**src/rtl/word_pkg.sv**
```systemverilog
// Shared types for the word buffer: letter codes, edit ops, FSM states.
package word_pkg;

  localparam int DEFAULT_MAX_LEN = 10;

  typedef logic [5:0] letter_t;

  localparam letter_t BLANK_CODE = 6'd0;

  typedef enum logic [1:0] {
    OP_APPEND    = 2'b00,
    OP_BACKSPACE = 2'b01,
    OP_CLEAR     = 2'b10,
    OP_RSVD      = 2'b11
  } op_t;

  typedef enum logic {
    IDLE     = 1'b0,
    CLEARING = 1'b1
  } state_t;

endpackage

```
**src/rtl/word_publish.sv**
```systemverilog
// Frame-synchronous copy of the shadow word into the display-stable array.
module word_publish
  import word_pkg::*;
#(
  parameter int MAX_LEN = DEFAULT_MAX_LEN
) (
  input  logic    i_clk,
  input  logic    i_rst,
  input  letter_t i_shadow [MAX_LEN-1:0],
  input  logic    i_mod,
  input  logic    i_new_frame,
  output letter_t o_word   [MAX_LEN-1:0]
);

  logic    r_dirty;
  letter_t r_word [MAX_LEN-1:0];

  // The shadow seen here is pre-edge, so a same-edge edit lands next frame.
  always_ff @(posedge i_clk) begin
    if (i_rst) begin
      r_dirty <= 1'b0;
      for (int i = 0; i < MAX_LEN; i++) r_word[i] <= BLANK_CODE;
    end else begin
      if (i_new_frame && r_dirty) begin
        for (int i = 0; i < MAX_LEN; i++) r_word[i] <= i_shadow[i];
      end
      if (i_mod)            r_dirty <= 1'b1;
      else if (i_new_frame) r_dirty <= 1'b0;
    end
  end

  assign o_word = r_word;

endmodule

```
**src/rtl/word_buffer.sv**
```systemverilog
// Edits a shadow word from an append/backspace/clear stream; publishes per frame.
// Optional WORD_BUFFER_SCROLL_EN: full-buffer appends scroll left instead of dropping.
module word_buffer
  import word_pkg::*;
#(
  parameter int MAX_LEN = DEFAULT_MAX_LEN,
  localparam int LW = $clog2(MAX_LEN + 1)
) (
  input  logic          pixel_clk_in,
  input  logic          rst_in,
  input  letter_t       letter_in,
  input  logic [1:0]    op_in,
  input  logic          valid_in,
  output logic          ready_out,
  input  logic          new_frame_in,
  output letter_t       word_out [MAX_LEN-1:0],
  output logic [LW-1:0] len_out,
  output logic          overflow_out
);

  state_t        r_state;
  letter_t       r_shadow [MAX_LEN-1:0];
  logic [LW-1:0] r_len;
  logic [LW-1:0] r_idx;
  logic          r_ovf;

  logic w_acc;
  logic w_full;
  logic w_last;
  logic w_mod;
  op_t  w_op;

  assign w_op   = op_t'(op_in);
  assign w_acc  = valid_in && (r_state == IDLE);
  assign w_full = (r_len == LW'(MAX_LEN));
  assign w_last = (r_idx == LW'(MAX_LEN - 1));

  always_comb begin
    w_mod = 1'b0;
    if (w_acc) begin
      unique case (w_op)
        OP_APPEND: begin
`ifdef WORD_BUFFER_SCROLL_EN
          w_mod = 1'b1;
`else
          w_mod = !w_full;
`endif
        end
        OP_BACKSPACE: w_mod = (r_len != '0);
        OP_CLEAR:     w_mod = 1'b0;
        OP_RSVD:      w_mod = 1'b0;
      endcase
    end else if (r_state == CLEARING) begin
      w_mod = w_last;
    end
  end

  always_ff @(posedge pixel_clk_in) begin
    if (rst_in) begin
      r_state <= IDLE;
      r_len   <= '0;
      r_idx   <= '0;
      r_ovf   <= 1'b0;
      for (int i = 0; i < MAX_LEN; i++) r_shadow[i] <= BLANK_CODE;
    end else begin
      r_ovf <= 1'b0;
      unique case (r_state)
        IDLE: begin
          if (valid_in) begin
            unique case (w_op)
              OP_APPEND: begin
                if (!w_full) begin
                  for (int i = 0; i < MAX_LEN; i++)
                    if (LW'(i) == r_len) r_shadow[i] <= letter_in;
                  r_len <= r_len + LW'(1);
                end else begin
`ifdef WORD_BUFFER_SCROLL_EN
                  for (int i = 0; i < MAX_LEN - 1; i++)
                    r_shadow[i] <= r_shadow[i+1];
                  r_shadow[MAX_LEN-1] <= letter_in;
`else
                  r_ovf <= 1'b1;
`endif
                end
              end
              OP_BACKSPACE: begin
                if (r_len != '0) begin
                  for (int i = 0; i < MAX_LEN; i++)
                    if (LW'(i) + LW'(1) == r_len) r_shadow[i] <= BLANK_CODE;
                  r_len <= r_len - LW'(1);
                end
              end
              OP_CLEAR: begin
                r_idx   <= '0;
                r_state <= CLEARING;
              end
              OP_RSVD: ;
            endcase
          end
        end
        CLEARING: begin
          for (int i = 0; i < MAX_LEN; i++)
            if (LW'(i) == r_idx) r_shadow[i] <= BLANK_CODE;
          r_idx <= r_idx + LW'(1);
          if (w_last) begin
            r_len   <= '0;
            r_state <= IDLE;
          end
        end
      endcase
    end
  end

  word_publish #(.MAX_LEN(MAX_LEN)) u_publish (
    .i_clk       (pixel_clk_in),
    .i_rst       (rst_in),
    .i_shadow    (r_shadow),
    .i_mod       (w_mod),
    .i_new_frame (new_frame_in),
    .o_word      (word_out)
  );

  assign ready_out    = (r_state == IDLE);
  assign len_out      = r_len;
  assign overflow_out = r_ovf;

endmodule

```
**config.mk**
```make
export PLATFORM = sky130hd
export DESIGN_NAME = word_buffer
export DESIGN_NICKNAME = d
export VERILOG_FILES = /design/src/rtl/word_pkg.sv /design/src/rtl/word_publish.sv /design/src/rtl/word_buffer.sv
export SDC_FILE = /design/constraint.sdc
export NUM_CORES = 1
export LEC_CHECK = 0
export CORE_ASPECT_RATIO = 1.75
export CORE_MARGIN = 1
export CORE_UTILIZATION = 25
export DETAILED_ROUTE_END_ITERATION = 10
export DONT_BUFFER_PORTS = 1
export SLEW_MARGIN = 20
export SYNTH_ARGS = -nofsm -noshare
export SYNTH_HDL_FRONTEND = slang
export SYNTH_HIERARCHICAL = 1
export SYNTH_SLANG_ARGS = --single-unit
```
**constraint.sdc**
```tcl
create_clock -name pixel_clk_in -period 2.96 [get_ports pixel_clk_in]
set_input_delay 0.296 -clock pixel_clk_in [delete_from_list [all_inputs] [get_ports pixel_clk_in]]
set_output_delay 0.296 -clock pixel_clk_in [all_outputs]
set_load 0.005 [all_outputs]
```
==> out/results.txt, run 1 <==
Result of the run - finished, final reports clean
Slew Viols, Final - 0
Vias in the first global route - 4250
Antenna Nets Post-Route - 0
Clock Pin Slew Worst Setup and Hold Paths - 60 ps
WP data required - 3300 ps
Crit path max-delay cell type - nor4b_4
Total CTS buffers - 17
Clk_lat worst skew - 430 ps
Routed len/inst - 17.3 um
Final Skew - 8.53 ps
Register Area - 2630 um2
Unrepaired setup endpoints after global routing - false
Primary FF master, synth - dfxtp_1
DRT Pass-1 Iters - 4
Setup TNS - 0 ps
PwrDens - 637 nW/um2
Die X - 119 um
Die height - 206 um
Nets@finish - 598
Fillcell total - 2457
Top post-synthesis cells by area - dfxtp_1 (44%), mux2i_1 (11%), nand2b_1 (6.4%)
Post-Synth Simple-Gate Area - 20.3%
Worst-path fanout max - 7
Grt total ovfl - 0
Diodes inserted - 0
Max Cap Violations - 0
Worst r2r path cells - 5
Largest family of logic cells by synthesized area - simple AND/OR/NAND/NOR gates
Proportion of synthesized area in mux cells - 10.8%
Std-Cell Rows - 74
CTS Root Cell - clkbuf_16
Mapped Cells - 604
Setup Buffers After CTS - 0
PortBufs - 0
Worst R2R End - r_shadow[12]
Hold EP - u_publish/o_word[52]
Post-layout minimum cycle time - 2360 ps
Final GP Congestion - 0.863
Post-DP Area - 6110 um2
Multi-input logic area - 3060 um2
Min-Delay Startpoint - new_frame_in
Fraction of layout cells with a size suffix above 1 - 13.9%
Final setup viols - 0
RR Startpoint - len_out[0]
Hold crit path type - in -> reg
Synthesis Warnings - 6
Post-synth EDFFs - 0
CP max stage delay - 570 ps
Clk sink count - 131
Initial antenna violation count - 0
Slew HR - 52.5%
Starting Density - 25.5%
Syn Nets - 624
Tcrit/Tclk final - 79.8%
Initial DRC Count - 208
Core Area - 23300 um2
Xor/xnor share of the synthesized area - 0.441%
Via/cell ratio - 4.68
Compound-Gate Fraction of Synth Area - 18.1%
Syn Area/Cell - 9.85 um2
Startpoint types - flip-flop
Least-Margin Pin Slew - 711 ps
FMAX - 0.423 GHz
Die ar. - 24500 um2
Final WL - 15.5 mm
Area Growth Syn to Fin - 13.6%
Worst setup EP type - flip-flop
Critical path class - reg -> reg
VDD IR-drop max - 0.380 mV
Leakage - 2.55 nW
Area leader, netlist - dfxtp_1
GRT Total Usage - 13.2%
Worst EP arrival - 2700 ps
Post-synth top area share - 44.1%
Placed wire-length estimate - 9.80 mm
Largest net degree at the start of global routing - 122
Final hold violation count - 0
H-tree Lvls - 4
Sequential area share after synthesis - 44.1%
Adder-cell share of the synthesized area - 1.68%
Yosys reg bits - 131
CTS tree - done
CP Cell Sequence - ha_1, nor3b_1, o22ai_1, nor4b_4, mux2i_1
# DRC - 0
Mapped Area - 5950 um2
Io pins - 78
Maximum clock path buffer count - 2
Vias - 4189
FF-to-FF setup slack - 600 ps
Pwr Total - 4.30 mW
Post-Layout Inst Area - 6760 um2
Yosys cell types - 47
Async SR Flop Fraction - 0%
Hold path cells - 2
First-pass GRT wire length - 24.5 mm
stage by stage:
step | std cells | util [%] | setup slack (ps) | hold WS (ps)
global placement | 861 | 26.2 | 699 | 388
global route | 895 | 29.0 | 406 | 42.3
finish | 895 | 29.0 | 597 | 44.1
floorplan | 604 | - | 1090 | 449
detailed placement | 861 | 26.2 | 619 | 388
CTS | 895 | 29.0 | 599 | 30.2
worst max path at each step:
stage                        end       start  cells after the start
floorplan             len_out[3]  len_out[0]                      7
detailed placement  r_shadow[14]     r_state                      4
CTS                 r_shadow[12]     r_state                      4
global route        r_shadow[20]     r_state                      4
global placement    r_shadow[20]     r_state                      4
finish              r_shadow[12]  len_out[0]                      5
metal layers:
layer / track usage [%] / vias up / routed length, um
li1: - / 2088 / -
met1: 13.3 / 2000 / 5900
met2: 24.4 / 77 / 8380
met3: 3.17 / 24 / 681
met4: 8.14 / 0 / 530
met5: 0 / - / 0
synth_stat cells (all sizes together) (7+ instances only):
cell	instances
a21bo	60
nand2b	61
nor2	8
ha	8
nand4	7
dfxtp	131
a21oi	65
nand3	63
clkbuf	23
buf	28
mux2i	63
nand3b	14
nor3b	7
nand2	16
layout make-up:
cell class	instances	share of cell area (%)
multi-input cells	416	45.2
well taps	304	5.63
clock inverters	15	2.70
inverters	6	0.333
flip-flops and latches	131	38.8
clock buffers	17	6.29
repair buffers	6	0.999
critical path, delay by kind of cell (launching register included):
family / cells / cell delay (ps)
AOI/OAI and AO/OA: 1 / 210
muxes: 1 / 270
adders and majority gates: 1 / 250
DFF: 1 / 470
and+or+nand+nor: 2 / 1090
kinds of logic after synthesis:
kind of cell,Yosys count
adders and majority gates,8
DFF,131
xor gates and xnor gates,3
and+or+nand+nor,196
AOI/OAI and AO/OA,145
buffers and inverters,57
muxes,64
where the power goes:
| part | internal [mW] | total [mW] | switching (mW) |
|---|---|---|---|
| Clock | 1.28 | 2.19 | 0.905 |
| Combinational | 0.111 | 0.263 | 0.152 |
| Sequential | 1.81 | 1.85 | 0.0458 |
| Total | 3.20 | 4.30 | 1.10 |
registers in the layout, indices dropped and copies added, names as in the netlist:
signal and cells:
r_shadow 60, u_publish/o_word 60, len_out 4, r_idx 4, overflow_out 1, r_state 1, u_publish/r_dirty 1
placed cells by master (no fill, tap or decap), types with 4 or more instances in the layout:
master	n
nand3b_1	14
a21bo_2	30
inv_8	4
nand2_1	15
a21oi_1	65
nor2_1	8
a22oi_1	6
buf_4	4
nor3_1	4
nand2b_1	61
ha_1	8
o22ai_1	4
inv_6	7
a21bo_1	30
inv_1	5
dfxtp_1	130
clkbuf_16	17
nand4_2	6
mux2i_1	63
nor3b_1	6
nand3_1	63
what timing repair did:
action	4_1_cts	5_1_grt
hold buffers	2	0
gates resized for setup	0	0
hold endpoints to repair	67	0
No activity file was read; power rests on OpenSTA's default activity.
==> run 2, diff against run 1 <==
==> constraint.sdc (replaced) <==
create_clock -name pixel_clk_in -period 2.3 [get_ports pixel_clk_in]
set_input_delay 0.23 -clock pixel_clk_in [delete_from_list [all_inputs] [get_ports pixel_clk_in]]
set_output_delay 0.23 -clock pixel_clk_in [all_outputs]
set_load 0.005 [all_outputs]
==> run 2 against run 1 <==
Hold slack got worse by 14 ps; via count is 2.9% higher; critical endpoint is now len_out[2]; combinational power up 73%; routed wire length up 4.9%; non-clock buffer count grew 22; worst setup slack worse by 370 ps.
==> out/results.txt, run 2 (synthesis gave the netlist of run 1 again) <==
Result of the run - finished, final reports clean
RR Startpoint - len_out[1]
WP data required - 2630 ps
VDD IR-drop max - 0.523 mV
Worst r2r path cells - 6
Placed wire-length estimate - 9.80 mm
PortBufs - 0
Pwr Total - 5.45 mW
Die height - 206 um
Most common cell after layout, fill and taps aside - dfxtp_1
Largest net degree at the start of global routing - 104
Leakage - 2.64 nW
Commonest non-fill, non-tap cells in the layout - dfxtp_1 (130), a21oi_1 (65), mux2i_1 (63), nand3_1 (63), nand2b_1 (61)
CTS tree - done
Die ar. - 24500 um2
Final hold violation count - 0
Met3 GRT Util - 3.61%
Worst setup EP type - flip-flop
Nets@finish - 620
Initial antenna violation count - 0
Hold crit path type - in -> reg
FF-to-FF setup slack - 230 ps
Min-Delay Startpoint - new_frame_in
CTS Root Cell - clkbuf_16
Io pins - 78
Setup TNS - 0 ps
Total CTS buffers - 17
PostCTS Resize Cnt - 0
GRT Total Usage - 14.0%
Unrepaired setup endpoints after global routing - false
Vias in the first global route - 4363
Grt total ovfl - 0
GR Util met1 - 13.6%
Fraction of layout cells with a size suffix above 1 - 15.8%
Crit path max-delay cell type - or3_1
Final WL - 16.2 mm
Antenna Nets Post-Route - 0
# DRC - 0
Worst EP arrival - 2400 ps
Family with the most delay on the worst path - simple AND/OR/NAND/NOR gates
Max Cap Violations - 0
Hold path cells - 2
Post-layout minimum cycle time - 2070 ps
Final GP Congestion - 0.841
Diodes inserted - 0
CP max stage delay - 500 ps
Startpoint types - flip-flop
FMAX - 0.483 GHz
Least-Margin Pin Slew - 1000 ps
Starting Density - 25.5%
Clock Pin Slew Worst Setup and Hold Paths - 60 ps
PwrDens - 786 nW/um2
Via/cell ratio - 4.70
Area Growth Syn to Fin - 16.6%
Routed len/inst - 17.7 um
Maximum clock path buffer count - 2
Std-Cell Rows - 74
Initial DRC Count - 208
Worst R2R End - len_out[2]
Core Area - 23300 um2
Vias - 4309
Slew Viols, Final - 0
Final Skew - 7.33 ps
Die X - 119 um
CP Cell Sequence - inv_1, ha_1, nor4bb_1, or3_1, o21ba_1, a311oi_1
Hold EP - u_publish/o_word[11]
Worst path buffer plus inverter count - 1
Slew HR - 33.1%
GR peak layer - met2
First-pass GRT wire length - 25.4 mm
H-tree Lvls - 4
Clk_lat worst skew - 420 ps
Clk sink count - 131
Critical path class - reg -> reg
Final setup viols - 0
Met2 Use GR - 26.6%
Worst-path fanout max - 7
Tcrit/Tclk final - 90.1%
DRT Pass-1 Iters - 4
==> run 2: layout make-up <==
| class | instances | area, um2 |
|---|---|---|
| sequential | 131 | 2630 |
| fill | 2447 | 16400 |
| inverter | 6 | 22.5 |
| timing repair buffer | 28 | 285 |
| clock inverter | 9 | 106 |
| multi-input combinational | 416 | 3060 |
| tap | 304 | 380 |
| clock buffer | 22 | 464 |
==> run 2: worst max path at each step <==
| stage | startpoint | to | slack (ps) | depth (start not counted) |
|---|---|---|---|---|
| 2_1_floorplan | len_out[0] | len_out[3] | 430 | 7 |
| 3_3_place_gp | len_out[1] | r_shadow[20] | 320 | 6 |
| 3_5_place_dp | len_out[1] | len_out[2] | 280 | 6 |
| 4_1_cts | len_out[1] | len_out[2] | 250 | 6 |
| 5_1_grt | len_out[1] | len_out[3] | 60 | 6 |
| 6_report | len_out[1] | len_out[2] | 230 | 6 |
==> run 2: metal layers <==
layer  routed length [um]  up-vias
li1                     -     2134
met1                 6070     2071
met2                 8940       79
met3                  730       25
met4                  503        0
met5                    0        -
==> run 2: through the flow <==
step                area [um2]  setup slack (ps)  hold slack, ps  utilization (%)  instances
floorplan                 5950               432             402                -        604
global placement          6250               316             315             26.8        878
detailed placement        6250               278             319             26.8        878
CTS                       6940               254            2.83             29.7        916
global route              6940              64.7            16.6             29.7        916
finish                    6940               229            30.1             29.7        916
==> run 2: worst reg2reg max path: cells and delay by family (launching register included) <==
| family | cells | cell delay, ps |
|---|---|---|
| and+or+nand+nor | 2 | 680 |
| AOI/OAI and AO/OA | 2 | 470 |
| DFF | 1 | 450 |
| adders and majority gates | 1 | 270 |
| buffers and inverters | 1 | 100 |
==> run 2: where the power goes <==
group | internal (mW) | switching, mW | total (mW)
clock | 1.64 | 0.994 | 2.63
combinational | 0.179 | 0.275 | 0.454
sequential | 2.33 | 0.0396 | 2.37
total | 4.15 | 1.31 | 5.45
==> run 2: repair_timing <==
item                      in CTS  in global routing
hold endpoints to repair     104                  0
hold buffers                   7                  0
setup buffers                  0                  0
==> run 3, diff against run 2 <==
--- a/config.mk
+++ b/config.mk
@@ -7,9 +7,12 @@
 export LEC_CHECK = 0
 export CORE_ASPECT_RATIO = 1.75
 export CORE_MARGIN = 1
-export CORE_UTILIZATION = 25
+export CORE_UTILIZATION = 60
+export CTS_CLUSTER_DIAMETER = 30
 export DETAILED_ROUTE_END_ITERATION = 10
 export DONT_BUFFER_PORTS = 1
+export MAX_ROUTING_LAYER = met4
+export PLACE_DENSITY = 0.76
 export SLEW_MARGIN = 20
 export SYNTH_ARGS = -nofsm -noshare
 export SYNTH_HDL_FRONTEND = slang
==> run 3 against run 2 <==
Non-clock buffer count down 10; sequential share of layout area up 1.9 points; routed wire length down 14%; worst setup slack worse by 120 ps; highest routed layer unchanged.
==> out/results.txt, run 3 (synthesis gave the netlist of run 1 again) <==
Clock Pin Slew Worst Setup and Hold Paths - 50 ps
Max Cap Violations - 0
Final hold violation count - 0
CTS Root Cell - clkbuf_16
Hold crit path type - in -> reg
Setup TNS - 0 ps
Via/cell ratio - 6.00
Clk sink count - 131
Post-layout minimum cycle time - 2190 ps
Hold EP - overflow_out
Antenna Nets Post-Route - 0
Multi-input logic area - 3080 um2
Result of the run - finished, final reports clean
Clk_lat worst skew - 410 ps
CP max stage delay - 550 ps
DR WL met3 - 587 um
Io pins - 78
Met1 wire length - 5.53 mm
Die X - 77.3 um
Slew HR - 61.4%
# DRC - 0
DRT Pass-1 Iters - 5
Diodes inserted - 0
Worst setup EP type - flip-flop
CTS tree - done
Placed cells - 687
Min-Delay Startpoint - valid_in
PwrDens - 793 nW/um2
Initial antenna violation count - 0
Std-Cell Rows - 47
Unrepaired setup endpoints after global routing - false
CP Cell Sequence - buf_4, or3b_1, o31ai_2, buf_4, inv_1, a21oi_1, dlygate4sd3_1
Routed wl met2 - 7.33 mm
Die ar. - 10300 um2
Commonest non-fill, non-tap cells in the layout - dfxtp_1 (129), a21oi_1 (65), mux2i_1 (63), nand3_1 (63), nand2b_1 (61)
Worst r2r path cells - 7
Crit path max-delay cell type - dlygate4sd3_1
Startpoint types - flip-flop
Pwr Total - 5.24 mW
Vias - 4344
Final Skew - 5.93 ps
Hold path cells - 1
Nets@finish - 610
Die height - 134 um
Family with the most delay on the worst path - buffers and inverters
Starting Density - 62.5%
Fraction of layout cells with a size suffix above 1 - 15.0%
Largest net degree at the start of global routing - 86
Worst path buffer plus inverter count - 4
RR Startpoint - r_state
Post-Layout Inst Area - 6620 um2
Vias in the first global route - 4248
Initial DRC Count - 258
PortBufs - 0
Post-DP Area - 5960 um2
Worst-path fanout max - 15
Register Area - 2630 um2
Routed len/inst - 19.2 um
Setup Buffers After CTS - 0
Critical path class - reg -> reg
Core Area - 9530 um2
Worst R2R End - u_publish/r_dirty
Final WL - 13.9 mm
DR top layer - met4
H-tree Lvls - 4
Fillcell total - 760
Worst EP arrival - 2540 ps
Placed wire-length estimate - 8.27 mm
VDD IR-drop max - 0.607 mV
Layout Cells excl Fill - 724
Final GP Congestion - 0.963
Grt total ovfl - 0
Final setup viols - 0
Slew Viols, Final - 0
GRT Total Usage - 28.0%
Maximum clock path buffer count - 2
FMAX - 0.456 GHz
Most common cell after layout, fill and taps aside - dfxtp_1
Area Growth Syn to Fin - 11.1%
Least-Margin Pin Slew - 577 ps
First-pass GRT wire length - 21.6 mm
WP data required - 2650 ps
FF-to-FF setup slack - 110 ps
Total CTS buffers - 17
Tcrit/Tclk final - 95.4%
Leakage - 2.59 nW
Most used cell, CP - buf_4
[run 3: changes by cell type in the layout (fill, tap and decap cells not counted), sizes merged]
cell      delta
bufinv       -1
buf         -10
clkinv       +2
clkinvlp     -1
[run 3: stage by stage]
stage	hold slack [ps]	worst slack, ps	util [%]
6_report	15.2	107	69.4
5_1_grt	0.396	12.2	69.4
4_1_cts	0.366	81.2	69.2
3_5_place_dp	303	258	62.6
3_3_place_gp	302	341	62.6
2_1_floorplan	402	432	-
[run 3: how the worst max path moves through the flow]
stage / start / to / cells past startpoint
global route: r_state / u_publish/r_dirty / 7
finish: r_state / u_publish/r_dirty / 7
CTS: len_out[1] / u_publish/r_dirty / 8
detailed placement: len_out[1] / len_out[2] / 6
global placement: r_state / len_out[2] / 5
floorplan: len_out[0] / len_out[3] / 7
[run 3: cell type report]
type | count | share of cell area (%)
multi-input combinational | 416 | 46.5
sequential | 131 | 39.7
clock buffer | 22 | 7.02
timing repair buffer | 18 | 2.87
tap | 122 | 2.31
clock inverter | 9 | 1.25
inverter | 6 | 0.340
[run 3: power by group]
| part | internal, mW | leakage [nW] | total [mW] | switching (mW) |
|---|---|---|---|---|
| Combinational | 0.167 | 1.27 | 0.397 | 0.229 |
| Sequential | 2.33 | 1.06 | 2.37 | 0.0407 |
| Clock | 1.53 | 0.266 | 2.48 | 0.950 |
[run 3: metal layers]
layer	track usage, %	vias to the layer above
met5	-	-
met4	13.6	0
met3	6.51	34
met2	48.0	114
met1	30.0	2096
li1	-	2100
[run 3: timing repair]
item | in CTS | in global routing
hold buffers | 6 | 0
setup endpoints to repair | 0 | 1
gates resized for setup | 0 | 4
hold endpoints to repair | 68 | 0
